--- config.mk ---
export PLATFORM = sky130hd
export DESIGN_NAME = obi_mem_arbiter
export DESIGN_NICKNAME = d
export VERILOG_FILES = /design/src/rtl/obi_mem_arbiter.sv
export SDC_FILE = /design/constraint.sdc
export NUM_CORES = 1
export LEC_CHECK = 0
export ABC_AREA = 0
export CELL_PAD_IN_SITES_DETAIL_PLACEMENT = 1
export CELL_PAD_IN_SITES_GLOBAL_PLACEMENT = 1
export CORE_ASPECT_RATIO = 1.1
export CORE_MARGIN = 3
export CORE_UTILIZATION = 13
export CTS_CLUSTER_SIZE = 12
export DETAILED_ROUTE_END_ITERATION = 8
export PLACE_DENSITY = 0.93
export SKIP_LAST_GASP = 1
export SLEW_MARGIN = 20
export SYNTH_ARGS = -nofsm -noshare
export SYNTH_HDL_FRONTEND = slang
export SYNTH_SLANG_ARGS = --single-unit
--- constraint.sdc ---
create_clock -name clk_i -period 6 [get_ports clk_i]
set_input_delay 1.2 -clock clk_i [delete_from_list [all_inputs] [get_ports clk_i]]
set_output_delay 1.2 -clock clk_i [all_outputs]
set_load 0.05 [all_outputs]
--- src/rtl/obi_mem_arbiter.sv ---
// obi_mem_arbiter: shares one OBI memory port between the instruction and
// data request ports of the core. Outstanding transactions are tracked in
// an in-order source-ID FIFO so every response is steered back to the port
// that issued it. The address phase is held stable until grant.
//
// Optional build macro: OBI_ARB_ROUND_ROBIN_EN
//   defined   -> round-robin tie-break with a 1-bit last-winner register
//   undefined -> fixed priority, data over instr
//
// Handshake: a beat is transferred on any cycle where req && gnt are both
// high. The winning request is never withdrawn while ungranted (HOLD). Every
// granted transaction, write or read, is answered by exactly one rvalid pulse,
// and those pulses arrive in grant order.
module obi_mem_arbiter #(
    parameter int MAX_OUTSTANDING = 2,
    parameter int ADDR_WIDTH      = 32
) (
    input  logic                                   clk_i,
    input  logic                                   rst_i,
    input  logic                                   instr_req_i,
    input  logic [ADDR_WIDTH-1:0]                  instr_addr_i,
    output logic                                   instr_gnt_o,
    output logic                                   instr_rvalid_o,
    output logic [31:0]                            instr_rdata_o,
    input  logic                                   data_req_i,
    input  logic [ADDR_WIDTH-1:0]                  data_addr_i,
    input  logic                                   data_we_i,
    input  logic [3:0]                             data_be_i,
    input  logic [31:0]                            data_wdata_i,
    output logic                                   data_gnt_o,
    output logic                                   data_rvalid_o,
    output logic [31:0]                            data_rdata_o,
    output logic                                   mem_req_o,
    output logic [ADDR_WIDTH-1:0]                  mem_addr_o,
    output logic                                   mem_we_o,
    output logic [3:0]                             mem_be_o,
    output logic [31:0]                            mem_wdata_o,
    input  logic                                   mem_gnt_i,
    input  logic                                   mem_rvalid_i,
    input  logic [31:0]                            mem_rdata_i,
    output logic [$clog2(MAX_OUTSTANDING+1)-1:0]   outstanding_o,
    output logic                                   err_o,
    output logic                                   state_o
);

    typedef enum logic {
        IDLE = 1'b0,
        HOLD = 1'b1
    } state_e;

    localparam logic SRC_INSTR = 1'b0;
    localparam logic SRC_DATA  = 1'b1;

    localparam int CNT_W = $clog2(MAX_OUTSTANDING + 1);
    localparam int PTR_W = (MAX_OUTSTANDING > 1) ? $clog2(MAX_OUTSTANDING) : 1;
    localparam logic [PTR_W-1:0] PTR_LAST = PTR_W'(MAX_OUTSTANDING - 1);
    localparam logic [CNT_W-1:0] CNT_FULL = CNT_W'(MAX_OUTSTANDING);

    state_e                     state_q, state_d;
    logic                       sel_q, sel_d;
    logic [MAX_OUTSTANDING-1:0] fifo_q, fifo_d;
    logic [PTR_W-1:0]           wr_ptr_q, wr_ptr_d;
    logic [PTR_W-1:0]           rd_ptr_q, rd_ptr_d;
    logic [CNT_W-1:0]           cnt_q, cnt_d;
    logic                       err_q, err_d;
`ifdef OBI_ARB_ROUND_ROBIN_EN
    logic                       last_q, last_d;
`endif

    logic win_valid;
    logic win_sel;
    logic cur_sel;
    logic mem_req;
    logic push;
    logic pop;
    logic fifo_full;
    logic fifo_empty;
    logic head;

    assign fifo_full  = (cnt_q == CNT_FULL);
    assign fifo_empty = (cnt_q == '0);
    assign head       = fifo_q[rd_ptr_q];

    // Pick the IDLE-state winner among the two live requests.
    always_comb begin
        win_valid = instr_req_i | data_req_i;
`ifdef OBI_ARB_ROUND_ROBIN_EN
        // On a tie, the source that did not win last time goes first.
        if (instr_req_i && data_req_i) begin
            win_sel = ~last_q;
        end else begin
            win_sel = data_req_i;
        end
`else
        // Fixed priority: data wins whenever it requests.
        win_sel = data_req_i;
`endif
    end

    // FSM next state: a request left ungranted in IDLE is latched into HOLD.
    always_comb begin
        state_d = state_q;
        sel_d   = sel_q;
        cur_sel = win_sel;
        mem_req = 1'b0;
        case (state_q)
            IDLE: begin
                cur_sel = win_sel;
                mem_req = win_valid && !fifo_full;
                if (mem_req && !mem_gnt_i) begin
                    state_d = HOLD;
                    sel_d   = win_sel;
                end
            end
            HOLD: begin
                // FIFO had room on entry and nothing was pushed since.
                cur_sel = sel_q;
                mem_req = 1'b1;
                if (mem_gnt_i) begin
                    state_d = IDLE;
                end
            end
            default: begin
                state_d = IDLE;
            end
        endcase
        if (rst_i) begin
            mem_req = 1'b0;
        end
    end

    assign push = mem_req && mem_gnt_i;
    assign pop  = mem_rvalid_i && !fifo_empty && !rst_i;

    // Address-phase mux from the selected source; zeros when idle.
    always_comb begin
        mem_req_o   = mem_req;
        mem_addr_o  = '0;
        mem_we_o    = 1'b0;
        mem_be_o    = 4'h0;
        mem_wdata_o = 32'h0;
        if (mem_req) begin
            if (cur_sel == SRC_DATA) begin
                mem_addr_o  = data_addr_i;
                mem_we_o    = data_we_i;
                mem_be_o    = data_be_i;
                mem_wdata_o = data_wdata_i;
            end else begin
                mem_addr_o  = instr_addr_i;
                mem_we_o    = 1'b0;
                mem_be_o    = 4'hF;
                mem_wdata_o = 32'h0;
            end
        end
    end

    // Grants and response steering, all combinational.
    always_comb begin
        instr_gnt_o    = push && (cur_sel == SRC_INSTR);
        data_gnt_o     = push && (cur_sel == SRC_DATA);
        instr_rvalid_o = pop && (head == SRC_INSTR);
        data_rvalid_o  = pop && (head == SRC_DATA);
        instr_rdata_o  = mem_rdata_i;
        data_rdata_o   = mem_rdata_i;
    end

    // ID FIFO bookkeeping and the sticky unexpected-response flag.
    always_comb begin
        fifo_d   = fifo_q;
        wr_ptr_d = wr_ptr_q;
        rd_ptr_d = rd_ptr_q;
        cnt_d    = cnt_q;
        err_d    = err_q;
        if (push) begin
            fifo_d[wr_ptr_q] = cur_sel;
            wr_ptr_d = (wr_ptr_q == PTR_LAST) ? '0 : wr_ptr_q + PTR_W'(1);
        end
        if (pop) begin
            rd_ptr_d = (rd_ptr_q == PTR_LAST) ? '0 : rd_ptr_q + PTR_W'(1);
        end
        case ({push, pop})
            2'b10:   cnt_d = cnt_q + CNT_W'(1);
            2'b01:   cnt_d = cnt_q - CNT_W'(1);
            default: cnt_d = cnt_q;
        endcase
        // A response with nothing outstanding is dropped and flagged.
        if (mem_rvalid_i && fifo_empty) begin
            err_d = 1'b1;
        end
    end

`ifdef OBI_ARB_ROUND_ROBIN_EN
    // Remember who won the last granted handshake.
    always_comb begin
        last_d = push ? cur_sel : last_q;
    end
`endif

    // State registers with synchronous reset.
    always_ff @(posedge clk_i) begin
        if (rst_i) begin
            state_q  <= IDLE;
            sel_q    <= SRC_INSTR;
            fifo_q   <= '0;
            wr_ptr_q <= '0;
            rd_ptr_q <= '0;
            cnt_q    <= '0;
            err_q    <= 1'b0;
`ifdef OBI_ARB_ROUND_ROBIN_EN
            last_q   <= SRC_DATA;
`endif
        end else begin
            state_q  <= state_d;
            sel_q    <= sel_d;
            fifo_q   <= fifo_d;
            wr_ptr_q <= wr_ptr_d;
            rd_ptr_q <= rd_ptr_d;
            cnt_q    <= cnt_d;
            err_q    <= err_d;
`ifdef OBI_ARB_ROUND_ROBIN_EN
            last_q   <= last_d;
`endif
        end
    end

    assign outstanding_o = cnt_q;
    assign err_o         = err_q;
    assign state_o       = state_q;

endmodule

==> reports/metrics.cfg <==
[clock_tree]
root_buffer = clkbuf_16
cts_resized = 0
clk_latency_ns = 0.24
clock-sinks = 9
clk_pin_slew_ns = 0.04
cts.path.max_buffers = 2
cts_hold_buffers = 0
postCtsSetupBuffers = 0
cts_tree = yes
cts.htree.levels = 1
cts_buffers = 3

[worst_setup_path]
r2r_cells = 8
worstSetupPathType = primary input to output port
r2r_slack_ns = 3.42
worstPathMaxFanout = 40
rr_endpoint = outstanding_o[1]$_SDFFE_PP0P_
worstPathRequired_ns = 4.80
r2r-start = outstanding_o[0]$_SDFFE_PP0P_
endpoint_kind = output port
cp-start-kind = primary input
crit_arrival_ns = 3.95

[global_route]
grt_max_degree = 41
grt_pass1_vias = 2317
grt_pass1_wl_um = 11430
grt-ovfl-total = 0
antenna_found_initial = 0
track_usage_pct = 9.778

[floorplanning]
ioPinCount = 281
die_w_um = 114.6
rows = 43
initial_utilization_pct = 13.33
die_area_mm2 = 0.01437
core-area_mm2 = 0.01264
die_y_um = 125.4

[finish]
layout_common_cells = clkdlybuf4s50_1, nand2_1, a21oi_1
final_common_cell = clkdlybuf4s50_1
final_net_count = 520
antenna_cells = 0
final_area_mm2 = 0.003246
fillers = 1547
drive_above_1_share_pct = 2.902
area_growth_syn_to_layout_pct = 92.58
seqCellArea_um2 = 180.2
multi_input_area_um2 = 933.4

[detailed_routing]
ant_nets = 0
drt_wl_total_um = 7637
drc = 0
dr.pass1.iters = 4
wire_per_inst_um = 14.25
via_count = 2114
routed_via_density = 3.944
drt_iter0_drc = 84

[synth]
synth.cell_area_mm2 = 0.001685
synth_top_area_share_pct = 29.40
ys_types = 29
ys_seq_area_share_pct = 10.69
syn-num-nets = 409
synth_largest_area_cell = buf_4
yosys_warnings = 0
yosys-top-cells-area = buf_4, nand2_1, and2_1
syn_inst = 269
avgSynthCellArea_um2 = 6.265
ys_ff_latch = 9

[timing]
fin_skew_ns = 0.0004389
drv_slew = 0
setup_viol = 0
min_period_ns = 5.153
min_period_over_period_pct = 85.89
grt_setup_unrepaired = no
finalHoldViolations = 0
fin_setup_tns_ns = 0
relSlewSlack_pct = 41.35
worst_pin_slew_ns = 0.8798
max_freq_mhz = 194.1

[placement]
port_buffers = 184
dpl_cell_area_mm2 = 0.003167
gp_congestion = 0.7904
hpwl_um = 6130

[worst_hold_path]
min-delay-start = err_o$_SDFFE_PP0P_
hp-class = flip-flop to flip-flop
min_to = err_o$_SDFFE_PP0P_
whs_path_depth = 2

[power_and_ir_drop]
power_density_mw_per_mm2 = 163.6
leakagePower_uw = 0.001208
irDropWorstVdd_v = 0.0001706

[status]
status = finished, final reports clean

[job]
max_cap_viol_count = 0

-- cell type report --
class | instances | area share (%)
inverters | 2 | 0.2313
repair buffers | 185 | 56.98
well taps | 157 | 6.052
flip-flops and latches | 9 | 5.551
clock buffers | 4 | 2.429
multi-input cells | 179 | 28.76
-- cell families (layout without fill, tap and decap cells) --
| family | count (synthesis) | in the layout | share of synthesized area (%) |
|---|---|---|---|
| flops | 9 | 9 | 10.69 |
| xor+xnor | 3 | 3 | 1.559 |
| mux | 3 | 3 | 2.078 |
| fa+ha+maj | 1 | 1 | 0.7423 |
| compound gates | 45 | 45 | 15.07 |
| buf+inv | 81 | 191 | 34.60 |
| simple gates | 127 | 127 | 35.26 |
-- per-stage QoR --
stage	setup slack (ns)	util [%]	hold WS [ns]	power (uW)	cells
4_1_cts	0.7952	25.67	0.5175	539.2	536
5_1_grt	0.6083	25.67	0.5430	555.1	536
2_1_floorplan	1.860	-	0.4648	380.3	269
3_3_place_gp	0.9039	25.05	0.4615	405.6	532
3_5_place_dp	0.8076	25.05	0.5124	414.9	532
6_report	0.8469	25.67	0.5124	530.9	536
-- report_power, final --
group          total (uW)  internal (uW)  switching, uW
registers            73.1           66.0           7.11
logic                 339            142            197
clock network         118           88.8           29.7
total                 531            297            234
-- cells in the mapped netlist, drive strengths merged --
master  count
o21a        1
o21bai      1
o21ai       3
dfxtp       9
nor3        3
mux2i       2
xor2        2
a21oi      36
a31oi       1
o21ba       1
nand2b      1
xnor2       1
mux2        1
or3         1
nor2       18
inv         2
and2       34
buf        76
nor2b       2
nor4        2
clkbuf      3
ha          1
a311oi      2
nand2      66
-- worst max path at each step --
| stage | start | cells after the start | endpoint | slack [ns] |
|---|---|---|---|---|
| after floorplan | rst_i | 2 | instr_rvalid_o | 1.86 |
| after global placement | data_req_i | 6 | mem_addr_o[31] | 0.90 |
| after detailed placement | data_req_i | 6 | mem_addr_o[31] | 0.81 |
| after CTS | data_req_i | 6 | mem_addr_o[11] | 0.80 |
| after global routing | data_req_i | 6 | mem_wdata_o[17] | 0.61 |
| final | data_req_i | 6 | mem_addr_o[31] | 0.85 |
-- metal layers --
metal	share of wire (%)	GRT usage (%)	routed length, um	vias to the layer above
li1	-	-	-	1010
met1	34	9.433	2592	948
met2	53	19.01	4012	124
met3	9.8	2.275	751	32
met4	3.7	4.542	280	0
met5	0	0	0	-
-- worst max-delay path, cell delays in order --
cell	delay [ns]
clkdlybuf4s50_1	0.58
nor2_1	0.13
o21bai_2	0.26
nand2b_2	0.52
a21oi_1	0.37
clkdlybuf4s50_1	0.86
-- flip-flops by register name, summed over array words and instances (netlist names) --
name,flops
fifo_q,2
outstanding_o,2
err_o,1
rd_ptr_q,1
sel_q,1
state_o,1
wr_ptr_q,1
(Power assumes the default switching activity.)
